`src/rtl/sr_latch_reader_pkg.sv`:
```
// Shared definitions for the SR latch reader: FSM state encoding,
// event counter width and the default timing parameters.
package sr_latch_reader_pkg;

  localparam int EVT_CNT_W           = 8;
  localparam int SYNC_STAGES_DEF     = 2;
  localparam int CLR_CYCLES_DEF      = 4;
  localparam int TIMEOUT_CYCLES_DEF  = 16;

  localparam int STATE_W = 3;
  localparam logic [STATE_W-1:0] ST_IDLE     = 3'd0;
  localparam logic [STATE_W-1:0] ST_PRESENT  = 3'd1;
  localparam logic [STATE_W-1:0] ST_CLEAR    = 3'd2;
  localparam logic [STATE_W-1:0] ST_WAIT_CLR = 3'd3;
  localparam logic [STATE_W-1:0] ST_FAULT    = 3'd4;

endpackage

```
`src/rtl/bit_synchronizer.sv`:
```
// Multi-flop synchronizer for one asynchronous bit. Reset loads RST_VAL
// into every stage so the output shows a known level straight away.
module bit_synchronizer #(
  parameter int   STAGES  = 2,
  parameter logic RST_VAL = 1'b0
) (
  input  logic clk,
  input  logic reset,
  input  logic d_i,
  output logic q_o
);

  logic [STAGES-1:0] sync_q;

  always_ff @(posedge clk) begin
    if (reset) begin
      sync_q <= {STAGES{RST_VAL}};
    end else begin
      sync_q <= {sync_q[STAGES-2:0], d_i};
    end
  end

  assign q_o = sync_q[STAGES-1];

endmodule

```
`src/rtl/sr_latch_reader.sv`:
```
// Watches an external NAND SR latch, reports each set as an event, then
// pulses the latch clear and checks that the latch really cleared.
module sr_latch_reader
  import sr_latch_reader_pkg::*;
#(
  parameter int SYNC_STAGES    = SYNC_STAGES_DEF,
  parameter int CLR_CYCLES     = CLR_CYCLES_DEF,
  parameter int TIMEOUT_CYCLES = TIMEOUT_CYCLES_DEF
) (
  input  logic                 clk,
  input  logic                 reset,
  input  logic                 latch_q,
  input  logic                 latch_qn,
  output logic                 latch_rn,
  output logic                 evt_valid,
  input  logic                 evt_ready,
  output logic [EVT_CNT_W-1:0] evt_count,
  output logic                 fault,
  input  logic                 fault_clr,
  output logic [STATE_W-1:0]   dbg_state
);

  localparam int BLANK   = SYNC_STAGES + 1;
  localparam int CNT_MAX = (CLR_CYCLES > BLANK + TIMEOUT_CYCLES) ?
                           CLR_CYCLES : BLANK + TIMEOUT_CYCLES;
  localparam int CNT_W   = $clog2(CNT_MAX + 1);

  localparam logic [CNT_W-1:0] CLR_LAST = CNT_W'(CLR_CYCLES - 1);
  localparam logic [CNT_W-1:0] BLANK_C  = CNT_W'(BLANK);
  localparam logic [CNT_W-1:0] TO_LAST  = CNT_W'(BLANK + TIMEOUT_CYCLES - 1);
  localparam logic [CNT_W-1:0] CNT_ONE  = CNT_W'(1);

  logic                 q_s, qn_s;
  logic [STATE_W-1:0]   state_q, state_d;
  logic [CNT_W-1:0]     cnt_q, cnt_d;
  logic                 bad_q, bad_d;
  logic [EVT_CNT_W-1:0] evt_count_q, evt_count_d;
  logic                 evt_valid_q, latch_rn_q, fault_q;
  logic                 set_seen, clr_seen, illegal;

  bit_synchronizer #(.STAGES(SYNC_STAGES), .RST_VAL(1'b0)) u_sync_q (
    .clk(clk), .reset(reset), .d_i(latch_q), .q_o(q_s)
  );

  bit_synchronizer #(.STAGES(SYNC_STAGES), .RST_VAL(1'b1)) u_sync_qn (
    .clk(clk), .reset(reset), .d_i(latch_qn), .q_o(qn_s)
  );

  assign set_seen = q_s & ~qn_s;
  assign clr_seen = ~q_s & qn_s;
  assign illegal  = ~(q_s ^ qn_s);

  // Handshake: evt_valid stays high while in PRESENT and drops only after
  // the clock edge that sees evt_valid and evt_ready both high.
  always_comb begin
    state_d     = state_q;
    cnt_d       = cnt_q;
    bad_d       = 1'b0;
    evt_count_d = evt_count_q;
    case (state_q)
      ST_IDLE: begin
        if (set_seen) begin
          state_d = ST_PRESENT;
        end else if (illegal) begin
          // One clock of q==qn is switching skew; two in a row is a fault.
          if (bad_q) state_d = ST_FAULT;
          else       bad_d   = 1'b1;
        end
      end
      ST_PRESENT: begin
        if (evt_ready) begin
          state_d = ST_CLEAR;
          cnt_d   = '0;
          if (evt_count_q != {EVT_CNT_W{1'b1}})
            evt_count_d = evt_count_q + EVT_CNT_W'(1);
        end
      end
      ST_CLEAR: begin
        if (cnt_q == CLR_LAST) begin
          state_d = ST_WAIT_CLR;
          cnt_d   = '0;
        end else begin
          cnt_d = cnt_q + CNT_ONE;
        end
      end
      ST_WAIT_CLR: begin
        // The first BLANK clocks still show pre-clear values from the synchronizers.
        if (cnt_q < BLANK_C) begin
          cnt_d = cnt_q + CNT_ONE;
        end else if (clr_seen) begin
          state_d = ST_IDLE;
          cnt_d   = '0;
        end else if (set_seen) begin
          state_d = ST_PRESENT;
          cnt_d   = '0;
        end else if (cnt_q == TO_LAST) begin
          state_d = ST_FAULT;
          cnt_d   = '0;
        end else begin
          cnt_d = cnt_q + CNT_ONE;
        end
      end
      ST_FAULT: begin
        if (fault_clr) begin
          state_d = ST_CLEAR;
          cnt_d   = '0;
        end
      end
      default: begin
        state_d = ST_IDLE;
        cnt_d   = '0;
      end
    endcase
  end

  always_ff @(posedge clk) begin
    if (reset) begin
      state_q     <= ST_IDLE;
      cnt_q       <= '0;
      bad_q       <= 1'b0;
      evt_count_q <= '0;
      evt_valid_q <= 1'b0;
      latch_rn_q  <= 1'b1;
      fault_q     <= 1'b0;
    end else begin
      state_q     <= state_d;
      cnt_q       <= cnt_d;
      bad_q       <= bad_d;
      evt_count_q <= evt_count_d;
      evt_valid_q <= (state_d == ST_PRESENT);
      latch_rn_q  <= (state_d != ST_CLEAR);
      fault_q     <= (state_d == ST_FAULT);
    end
  end

  assign latch_rn  = latch_rn_q;
  assign evt_valid = evt_valid_q;
  assign evt_count = evt_count_q;
  assign fault     = fault_q;
  assign dbg_state = state_q;

endmodule

```
`config.mk`:
```
export PLATFORM = sky130hd
export DESIGN_NAME = sr_latch_reader
export DESIGN_NICKNAME = d
export VERILOG_FILES = /design/src/rtl/sr_latch_reader_pkg.sv /design/src/rtl/bit_synchronizer.sv /design/src/rtl/sr_latch_reader.sv
export SDC_FILE = /design/constraint.sdc
export NUM_CORES = 1
export LEC_CHECK = 0
export CAP_MARGIN = 20
export CORE_MARGIN = 4
export CORE_UTILIZATION = 55
export CTS_CLUSTER_DIAMETER = 30
export DETAILED_ROUTE_END_ITERATION = 10
export HOLD_SLACK_MARGIN = 0.03
export PLACE_DENSITY_LB_ADDON = 0.15
export SLEW_MARGIN = 20
export SYNTH_ARGS = -nofsm -noshare
export SYNTH_HDL_FRONTEND = slang
export SYNTH_SLANG_ARGS = --single-unit
```
`constraint.sdc`:
```
create_clock -name clk -period 3.3 [get_ports clk]
set_input_delay 0.825 -clock clk [delete_from_list [all_inputs] [get_ports clk]]
set_output_delay 0.825 -clock clk [all_outputs]
set_load 0.03 [all_outputs]
```
-- After elaboration in Yosys (flattened, before gate mapping)
Index checks and enable logic that the tools add are counted.
- $add $sub $neg: 2
- magnitude comparators: 1
- equality and inequality tests: 12
- mux-type cells: 20
- bitwise gates (word level): 6
- reductions and logical operators: 4
- operators with widths (operator ; number):
    $mux W5 ; 7
    $mux W3 ; 10
    $pmux W5 S5 ; 1
    $pmux W3 S5 ; 1
    $add A8 B1 Y8 const B ; 1
    $ne A8 B8 Y1 const B ; 1
    $eq A3 B1 Y1 const B ; 2
    $eq A3 B2 Y1 const B ; 2
    $eq A3 B3 Y1 const B ; 2
    $reduce_and A3 Y1 ; 2
    $add A5 B1 Y5 const B ; 1
    $eq A5 B2 Y1 const B ; 1
    $eq A5 B5 Y1 const B ; 1
    $lt A5 B2 Y1 const B ; 1
    $ne A2 B2 Y1 const B ; 2
    $reduce_or A4 Y1 ; 1
    $logic_not A3 Y1 ; 1
    $ne A3 B2 Y1 const B ; 1
    $not A1 Y1 ; 3
    $and A1 B1 Y1 ; 2
    $mux W1 ; 1
    $xor A1 B1 Y1 ; 1
- flip-flop bits (word level): 24
- input bits: 6
- output and inout bits: 14

-- Longest topological paths before layout
Gate-level depths: netlist of run 1.
- depth after elaboration: 7
- gate-level depth with buffers: 6
- gate-level depth less buffers: 6

-- By module
Synthesis of run 1 repeated with hierarchy kept, for this count alone.
- cells, all modules: 134
- area, all modules: 1226.2 sq um
- by module, submodules not included (module ; times used ; cells each ; area an instance (sq um)):
    sr_latch_reader ; 1 ; 126 ; 1121.1
    bit_synchronizer ; 2 ; 4 ; 52.6

-- Least setup slack after synthesis of run 1
No wires, ideal clock.
- path type: input -> register
- start point: input port evt_ready
- end point: register evt_valid_q (netlist: evt_valid)
- data arrival time: 1779 ps
- data required time: 3221 ps
- slack: 1442 ps
- stages on the path: 3
- buffers on the path: 0
- cell sequence: and4bb_2 or4_1 a211oi_2
- longest elaborated chain between the ends: 3
- ends and longest elaborated chain (item ; line ; source):
    start, declared ; sr_latch_reader.sv:16 ; input logic evt_ready,
    $mux W3 ; sr_latch_reader.sv:71 ; if (evt_ready) begin
    $pmux W3 S5 ; sr_latch_reader.sv:60 ; case (state_q)
    $eq A3 B1 Y1 ; sr_latch_reader.sv:130 ; evt_valid_q <= (state_d == ST_PRESENT);
    end signal, assigned ; sr_latch_reader.sv:130 ;
    end, declared ; sr_latch_reader.sv:38 ; logic evt_valid_q, latch_rn_q, fault_q;
No other way between the ends.
A chain may end at the register's enable or synchronous reset.

-- Final worst setup path of run 1
- start point: register state_q[0] (netlist: dbg_state[0])
- end point: output port dbg_state[0]
- RTL lines (item ; line ; source):
    start, declared ; sr_latch_reader.sv:34 ; logic [STATE_W-1:0] state_q, state_d;
    start signal, assigned ; sr_latch_reader.sv:126 ; state_q <= state_d;
    end, declared ; sr_latch_reader.sv:20 ; output logic [STATE_W-1:0] dbg_state
No word-level cell between the ends.

==> results of run 1 <==
==> stage by stage <==
step           cell area (um^2)  hold slack [ns]  setup WS, ns  total power, mW
6_report                   1480            0.423         0.886            0.449
5_1_grt                    1480            0.439         0.790            0.472
4_1_cts                    1480            0.424         0.872            0.457
3_5_place_dp               1460            0.394         0.815            0.334
3_3_place_gp               1460            0.396         0.905            0.333
2_1_floorplan              1280            0.389          1.44            0.322
==> power groups by stage <==
stage / clock network, mW / logic [mW] / registers [mW]
3_3_place_gp: 0 / 0.0303 / 0.303
2_1_floorplan: 0 / 0.0179 / 0.304
3_5_place_dp: 0 / 0.0312 / 0.303
6_report: 0.121 / 0.0312 / 0.297
5_1_grt: 0.140 / 0.0340 / 0.298
4_1_cts: 0.129 / 0.0314 / 0.297
==> final cells by class <==
cell class / instances / area [um^2]
Clock buffer: 3 / 22.5
Fill cell: 198 / 728
Inverter: 9 / 33.8
Multi-Input combinational cell: 100 / 714
Sequential cell: 24 / 480
Tap cell: 28 / 35.0
Timing Repair Buffer: 20 / 198
==> layout by cell type, fill, tap and decap left out, drive strengths merged, types with 2 or more instances in the layout <==
master / count
a211oi: 2
a21oi: 13
and4bb: 2
clkbuf: 3
clkdlybuf4s50: 19
dfxtp: 24
ha: 5
inv: 9
nand2: 6
nand3: 4
nand3b: 3
nand4: 2
nor2: 13
nor2b: 5
nor3: 2
nor4: 2
o211ai: 3
o21ai: 3
o32ai: 2
or2: 2
or4: 2
xnor2: 2
==> layer usage <==
metal / up-vias / global-route usage (%) / part of all wire [%]
met2: 16 / 28.0 / 49
met1: 506 / 20.1 / 47
met3: 2 / 3.25 / 3.3
li1: 549 / - / -
met5: - / 0 / 0
met4: 0 / 5.08 / 0.69
==> kinds of logic (layout without fill, tap and decap cells) <==
kind of cell | after synthesis | in the layout | synth area share [%]
AND/OR/NAND/NOR | 54 | 54 | 27.0
multiplexers | 2 | 2 | 1.67
XOR/XNOR | 3 | 3 | 2.06
flip-flops | 24 | 24 | 37.6
AO/OA/AOI/OAI | 36 | 36 | 20.3
buffers and inverters | 15 | 32 | 6.46
adder cells (fa/ha/maj) | 5 | 5 | 4.90
==> state kept, by name, indices dropped and copies added (netlist names) <==
register	count
fault	1
cnt_q	5
evt_valid	1
u_sync_qn.sync_q	2
dbg_state	3
latch_rn	1
u_sync_q.sync_q	2
bad_q	1
evt_count	8
==> path summary, 6_finish.rpt <==
check                           slack [ns]                        endpoint                            from
worst max register to register        1.43           cnt_q[3]$_SDFFE_PP0P_           cnt_q[0]$_SDFFE_PP0P_
worst min register to register        0.42  u_sync_qn.sync_q[1]$_SDFF_PP1_  u_sync_qn.sync_q[0]$_SDFF_PP1_
worst min-delay path                  0.42  u_sync_qn.sync_q[1]$_SDFF_PP1_  u_sync_qn.sync_q[0]$_SDFF_PP1_
worst max-delay path                  0.89                    dbg_state[0]         dbg_state[0]$_SDFF_PP0_
==> metrics, run 1 <==
Layout Cells excl Fill=184; die extent in x=56.2 um; synth cell count leaders=dfxtp_1, a21oi_1, nor2_1; Synth Cell Area=1280 um^2; synth top area cells=dfxtp_1, a21oi_1, ha_1; Max Fclk=414 MHz; arrival time at the worst endpoint=1.59 ns; CTS resizes=0; Post-Place Cells=181; total number of vias=1073; Clock Sinks=24; All-Layer GR Usage=16.2%; die footprint=3160 um^2; setup repair after global routing missed its margin=false; Total Nets Final=169; crit path kind=flip-flop to output port; routability cong.=0.816; number of synthesized register bits=24; # IOs=20; Async S/R FF share, synth=0%; Rel. slew slack=59.0%; Initial DRC Count=10; CP top delay family=buffers and inverters; VDD IR max=240 uV; clk slew on worst S/H paths=0.12 ns; post-layout min period=2.41 ns; clock network fraction of design power=27.0%; Post-synth EDFFs=0; Hold Path Stages=1; TritonCTS clock tree=built; combinational power share=6.9%; # diodes=0; CP bufs+invs=1; Synth area leader=dfxtp_1; final setup skew=0.00708 ns; WL final=2460 um; Worst Max-Slew Pin Slew=0.599 ns; core area=2210 um^2; crit-path max cell delay=0.74 ns; Worst Setup Start Kind=flip-flop; Post-CTS Repair Setup Buffers=0; status=finished clean; PD cells=302 nW/um^2; Initial Util=57.7%; first-pass GRT wire length=4200 um; Sw Share=21.7%; prevailing post-synth register cell=dfxtp_1; max-slew violations=0; drt via density=5.83; switching power=0.0973 mW; critical path depth in cells=1; Yosys cell types=55; count of buffers from port buffering=19; internal power=0.352 mW; row count=17; CTS root buf=clkbuf_4; cts bufs inserted=3; Hold Fails Final Rpt=0; hold buffers post-CTS=0; DR DRC count=0; Final ANT Viol Nets=0; critical path required time=2.47 ns; R2R depth=6; CP Max Fanout=11; CP endpoint kind=output port; largest net degree at the start of global routing=15; Max clock buf depth=2; cells along the critical path=clkdlybuf4s50_1; slowest CP cell=clkdlybuf4s50_1; # H-tree levels=1; Synth-to-Final Area Change=16.2%; Final Util=67.1%; Avg Cell Area, Syn=9.19 um^2; chip height=56.2 um; Lkg Pwr=0.559 nW; clk_lat worst skew=0.30 ns; WL/cell=13.4 um; share of the synthesized area in the top cell type=37.6%; initial antenna violation count=0; crit share post-route=73.1%; syn_nets=150; HPWL after DPL=1840 um; setup_tns=0 ns; top-count cell post-synth=dfxtp_1; fraction of layout cells with a size suffix above 1=11.5%; Flop pwr share=66.1%; vias in the first global route=1003; Max-Cap Viols=0; GRT overflow=0; Setup violations, final=0; Seq/Total Area, Yosys=37.6%; Synth Warn #=0; cell count after synthesis=139; First-pass DRT Iterations=4; Worst Hold Class=flip-flop to flip-flop
Note: power is estimated with default switching activity, not from simulation.
==> run 2, diff against run 1 <==
--- a/config.mk
+++ b/config.mk
@@ -7,7 +7,7 @@
 export LEC_CHECK = 0
 export CAP_MARGIN = 20
 export CORE_MARGIN = 4
-export CORE_UTILIZATION = 55
+export CORE_UTILIZATION = 52
 export CTS_CLUSTER_DIAMETER = 30
 export DETAILED_ROUTE_END_ITERATION = 10
 export HOLD_SLACK_MARGIN = 0.03
==> constraint.sdc (replaced) <==
create_clock -name clk -period 2.31 [get_ports clk]
set_input_delay 0.5775 -clock clk [delete_from_list [all_inputs] [get_ports clk]]
set_output_delay 0.5775 -clock clk [all_outputs]
set_load 0.03 [all_outputs]
==> metrics, run 2 (same netlist as run 1, synthesis figures left out) <==
DR DRC count=0; HPWL after DPL=1890 um; Sw Share=22.3%; CTS root buf=clkbuf_4; met3 usage=4.30%; Initial DRC Count=19; Initial Util=56.1%; # H-tree levels=1; crit-path max cell delay=0.74 ns; Final Util=65.5%; Worst Hold Class=flip-flop to flip-flop; # diodes=0; CP top delay family=buffers and inverters; Area after DPL=1470 um^2; max reg flops=8; VDD IR max=332 uV; Worst Max-Slew Pin Slew=0.572 ns; worst flop-to-flop path endpoint=cnt_q[3]$_SDFFE_PP0P_; drt via density=5.94; max-slew violations=0; die footprint=3310 um^2; routability cong.=0.779; Final ANT Viol Nets=0; clk slew on worst S/H paths=0.13 ns; Worst Setup Start Kind=flip-flop; Hold Fails Final Rpt=0; TritonCTS clock tree=built; worst r2r src=cnt_q[0]$_SDFFE_PP0P_; Synth-to-Final Area Change=16.7%; cells along the critical path=clkdlybuf4s50_1; post-layout min period=2.18 ns; most common cell after layout, fill and taps aside=dfxtp_1; cts bufs inserted=3; Hold Path Stages=1; clock network fraction of design power=27.6%; CP endpoint kind=output port; Lkg Pwr=0.564 nW; setup_tns=0 ns; total number of vias=1098; crit path kind=flip-flop to output port; Max clock buf depth=2; initial antenna violation count=0; crit share post-route=94.6%; grt peak-use layer=met2; met2 Use GR=28.5%; Post-CTS Repair Setup Buffers=0; count of buffers from port buffering=19; combinational power share=7.1%; R2R depth=6; Max-Cap Viols=0; first-pass GRT wire length=4220 um; clk_lat worst skew=0.31 ns; PD cells=435 nW/um^2; WL final=2460 um; design area=1490 um^2; M1 GR Usage=18.6%; core area=2280 um^2; critical path required time=1.73 ns; internal power=0.504 mW; GRT overflow=0; die extent in x=57.6 um; largest net degree at the start of global routing=13; vias in the first global route=1017; commonest non-fill, non-tap cells in the layout=dfxtp_1, clkdlybuf4s50_1, nor2_1, a21oi_1, inv_1; switching power=0.145 mW; worst hold start=u_sync_qn.sync_q[0]$_SDFF_PP1_; First-pass DRT Iterations=4; slowest CP cell=clkdlybuf4s50_1; row count=17; fraction of layout cells with a size suffix above 1=12.1%; final setup skew=0.0110 ns; Rel. slew slack=60.9%; # IOs=20; Flop pwr share=65.3%; WL/cell=13.3 um; Total Nets Final=170; All-Layer GR Usage=15.8%; chip height=57.6 um; hold buffers post-CTS=0; Clock Sinks=24; CP Max Fanout=11; setup repair after global routing missed its margin=false; CTS resizes=0; Setup violations, final=0; status=finished clean; arrival time at the worst endpoint=1.61 ns; Min-Delay Endpoint=u_sync_qn.sync_q[1]$_SDFF_PP1_; Max Fclk=458 MHz; r2r setup slk=0.41 ns; CP bufs+invs=1
## run 2: worst max-delay path by stage
stage,from,endpoint,slack (ns),depth (start not counted)
after floorplan,dbg_state[0]$_SDFF_PP0_,evt_count[6]$_SDFFE_PP0P_,0.59,5
after global placement,evt_ready,evt_count[6]$_SDFFE_PP0P_,0.15,5
after detailed placement,evt_ready,evt_count[6]$_SDFFE_PP0P_,0.13,5
after CTS,dbg_state[0]$_SDFF_PP0_,dbg_state[0],0.12,1
after global routing,dbg_state[0]$_SDFF_PP0_,dbg_state[0],0.05,1
final,dbg_state[0]$_SDFF_PP0_,dbg_state[0],0.13,1
## run 2: area by class of cell
| type | instances | area (um^2) |
|---|---|---|
| multi-input combinational | 100 | 714 |
| clock buffer | 3 | 22.5 |
| fill | 197 | 785 |
| timing repair buffer | 21 | 205 |
| sequential | 24 | 480 |
| inverter | 9 | 33.8 |
| tap | 28 | 35.0 |
## run 2: power by group through the flow
stage                     logic, mW  clock network [mW]  registers, mW
after floorplan              0.0255                   0          0.434
after detailed placement     0.0464                   0          0.433
after global routing         0.0506               0.202          0.425
final                        0.0459               0.179          0.424
after CTS                    0.0466               0.187          0.424
after global placement       0.0448                   0          0.433
## run 2: per-stage QoR
stage / hold WS, ns / std cells / worst slack [ns] / total power [mW]
finish: 0.429 / 185 / 0.125 / 0.648
global route: 0.444 / 185 / 0.0501 / 0.678
CTS: 0.435 / 185 / 0.123 / 0.658
detailed placement: 0.406 / 182 / 0.130 / 0.480
global placement: 0.394 / 182 / 0.149 / 0.478
floorplan: 0.389 / 139 / 0.592 / 0.460
## run 2: layer usage
| layer | vias up | part of all wire [%] |
|---|---|---|
| met5 | - | 0 |
| met4 | 0 | 0.49 |
| met3 | 2 | 6.3 |
| met2 | 36 | 49 |
| met1 | 515 | 45 |
| li1 | 545 | - |
==> variant: new RTL, config.mk and constraints of run 2 <==
The output `fault` loses its register stage (`fault_q` becomes a continuous assignment).
--- a/src/rtl/sr_latch_reader.sv
+++ b/src/rtl/sr_latch_reader.sv
@@ -121,7 +121,6 @@
       evt_count_q <= '0;
       evt_valid_q <= 1'b0;
       latch_rn_q  <= 1'b1;
-      fault_q     <= 1'b0;
     end else begin
       state_q     <= state_d;
       cnt_q       <= cnt_d;
@@ -129,9 +128,10 @@
       evt_count_q <= evt_count_d;
       evt_valid_q <= (state_d == ST_PRESENT);
       latch_rn_q  <= (state_d != ST_CLEAR);
-      fault_q     <= (state_d == ST_FAULT);
     end
   end
+
+  assign fault_q = (state_d == ST_FAULT);
 
   assign latch_rn  = latch_rn_q;
   assign evt_valid = evt_valid_q;
Formal check against the unedited RTL: not equivalent (a bounded check fails within 4 cycles, from zero or initial values and one cycle with reset high).
==> variant against run 2 <==
- the flow now finishes with violations (negative setup slack)
- global-route usage rose by 1.8 points
- sequential share of layout area fell by 1.7 points
- die area fell by 3.2%
- sequential cell count fell by 1
- clock power rose by 5%
- utilization rose by 2.3 points
- synthesized cell count fell by 5.8%
- total power rose by 0.18%
- synthesized area fell by 3.7%
- cell area rose by 1.6%
- worst setup slack got worse by 0.25 ns
- wire length rose by 6.9%
==> variant: results <==
[outcome]
status = "finished, violations left"
violations = "negative setup slack"

[sta]
tns_ns = -0.1222
holdWs_ns = 0.4257
setup_ws_ns = -0.1222
setup_viol = 1

[power_and_ir_drop]
max-vdd-ir-drop_mv = 0.3828
p_leak_nw = 0.5627

[cts]
cts_resized = 6

[yosys]
synth_common_cells = "23 x dfxtp_1, 15 x nor2_1, 7 x nor2b_1, 6 x a21oi_1, 6 x inv_1"
synthXorXnorAreaFrac_pct = 2.848
syn_nets = 142
ys_types = 49
synth_seq_area_share_pct = 37.44
synth_compound_area_share_pct = 17.70

[drt]
drtIter0Drc = 21
via_count = 1060
avgRoutedWirePerCell_um = 14.43

[worst_setup_path]
reg2reg_slack_ns = 0.37
critPathTopFamily = "simple AND/OR/NAND/NOR gates"
worstPathMaxFanout = 2
r2r_cells = 5
r2r_end = "latch_rn"

[placed_design]
pre_cts_slack_ns = 0.08915
place_congestion = 0.7111
place_hpwl_mm = 1.866

[cells_and_area]
drive_above_1_share_pct = 14.29
seq_area_um2 = 461.7

[global_routing]
grt_start_max_net_pins = 16
grt_util_all_layers_pct = 17.62
==> variant: cell count changes in the layout (fill, tap and decap cells not counted), moves of 3 or more <==
| cell | before | now |
|---|---|---|
| xor2_1 | 1 | 4 |
| inv_1 | 9 | 5 |
| o21ai_0 | 3 | 0 |
| a21oi_1 | 13 | 6 |
==> variant: power breakdown <==
| group | leakage (nW) | switching (mW) | internal (mW) | total, mW |
|---|---|---|---|---|
| clock network | 0.0150 | 0.121 | 0.0674 | 0.188 |
| registers | 0.187 | 0.00420 | 0.403 | 0.407 |
| logic | 0.361 | 0.0268 | 0.0274 | 0.0542 |
| total | 0.563 | 0.152 | 0.498 | 0.650 |
==> variant: per-layer routing <==
layer	track usage (%)	part of all wire, %	up-vias	routed length, um
met4	7.119	1.1	0	28
met2	28.55	48	23	1268
met5	0	0	-	0
met3	2.529	3.7	2	96
li1	-	-	530	-
met1	23.25	47	505	1232
==> variant: worst max-delay path by stage <==
stage | start | endpoint | slack [ns] | depth (start not counted)
3_5_place_dp | evt_ready | evt_count[7] | 0.09 | 5
5_1_grt | u_sync_q.sync_q[1] | fault | -0.23 | 6
3_3_place_gp | evt_ready | evt_count[7] | 0.13 | 5
6_report | u_sync_q.sync_q[1] | fault | -0.12 | 6
4_1_cts | u_sync_q.sync_q[1] | fault | -0.13 | 6
2_1_floorplan | dbg_state[0] | fault | 0.13 | 4
==> variant: area by class of cell <==
type	instances	area share, %
timing repair buffer	23	14.62
sequential	23	30.47
inverter	6	1.486
multi-input combinational	98	49.38
tap	28	2.312
clock buffer	4	1.734
==> variant: kinds of logic after synthesis <==
group	Yosys count
simple gates	58
fa+ha+maj	5
compound gates	28
flops	23
mux	3
buf+inv	10
xor+xnor	4
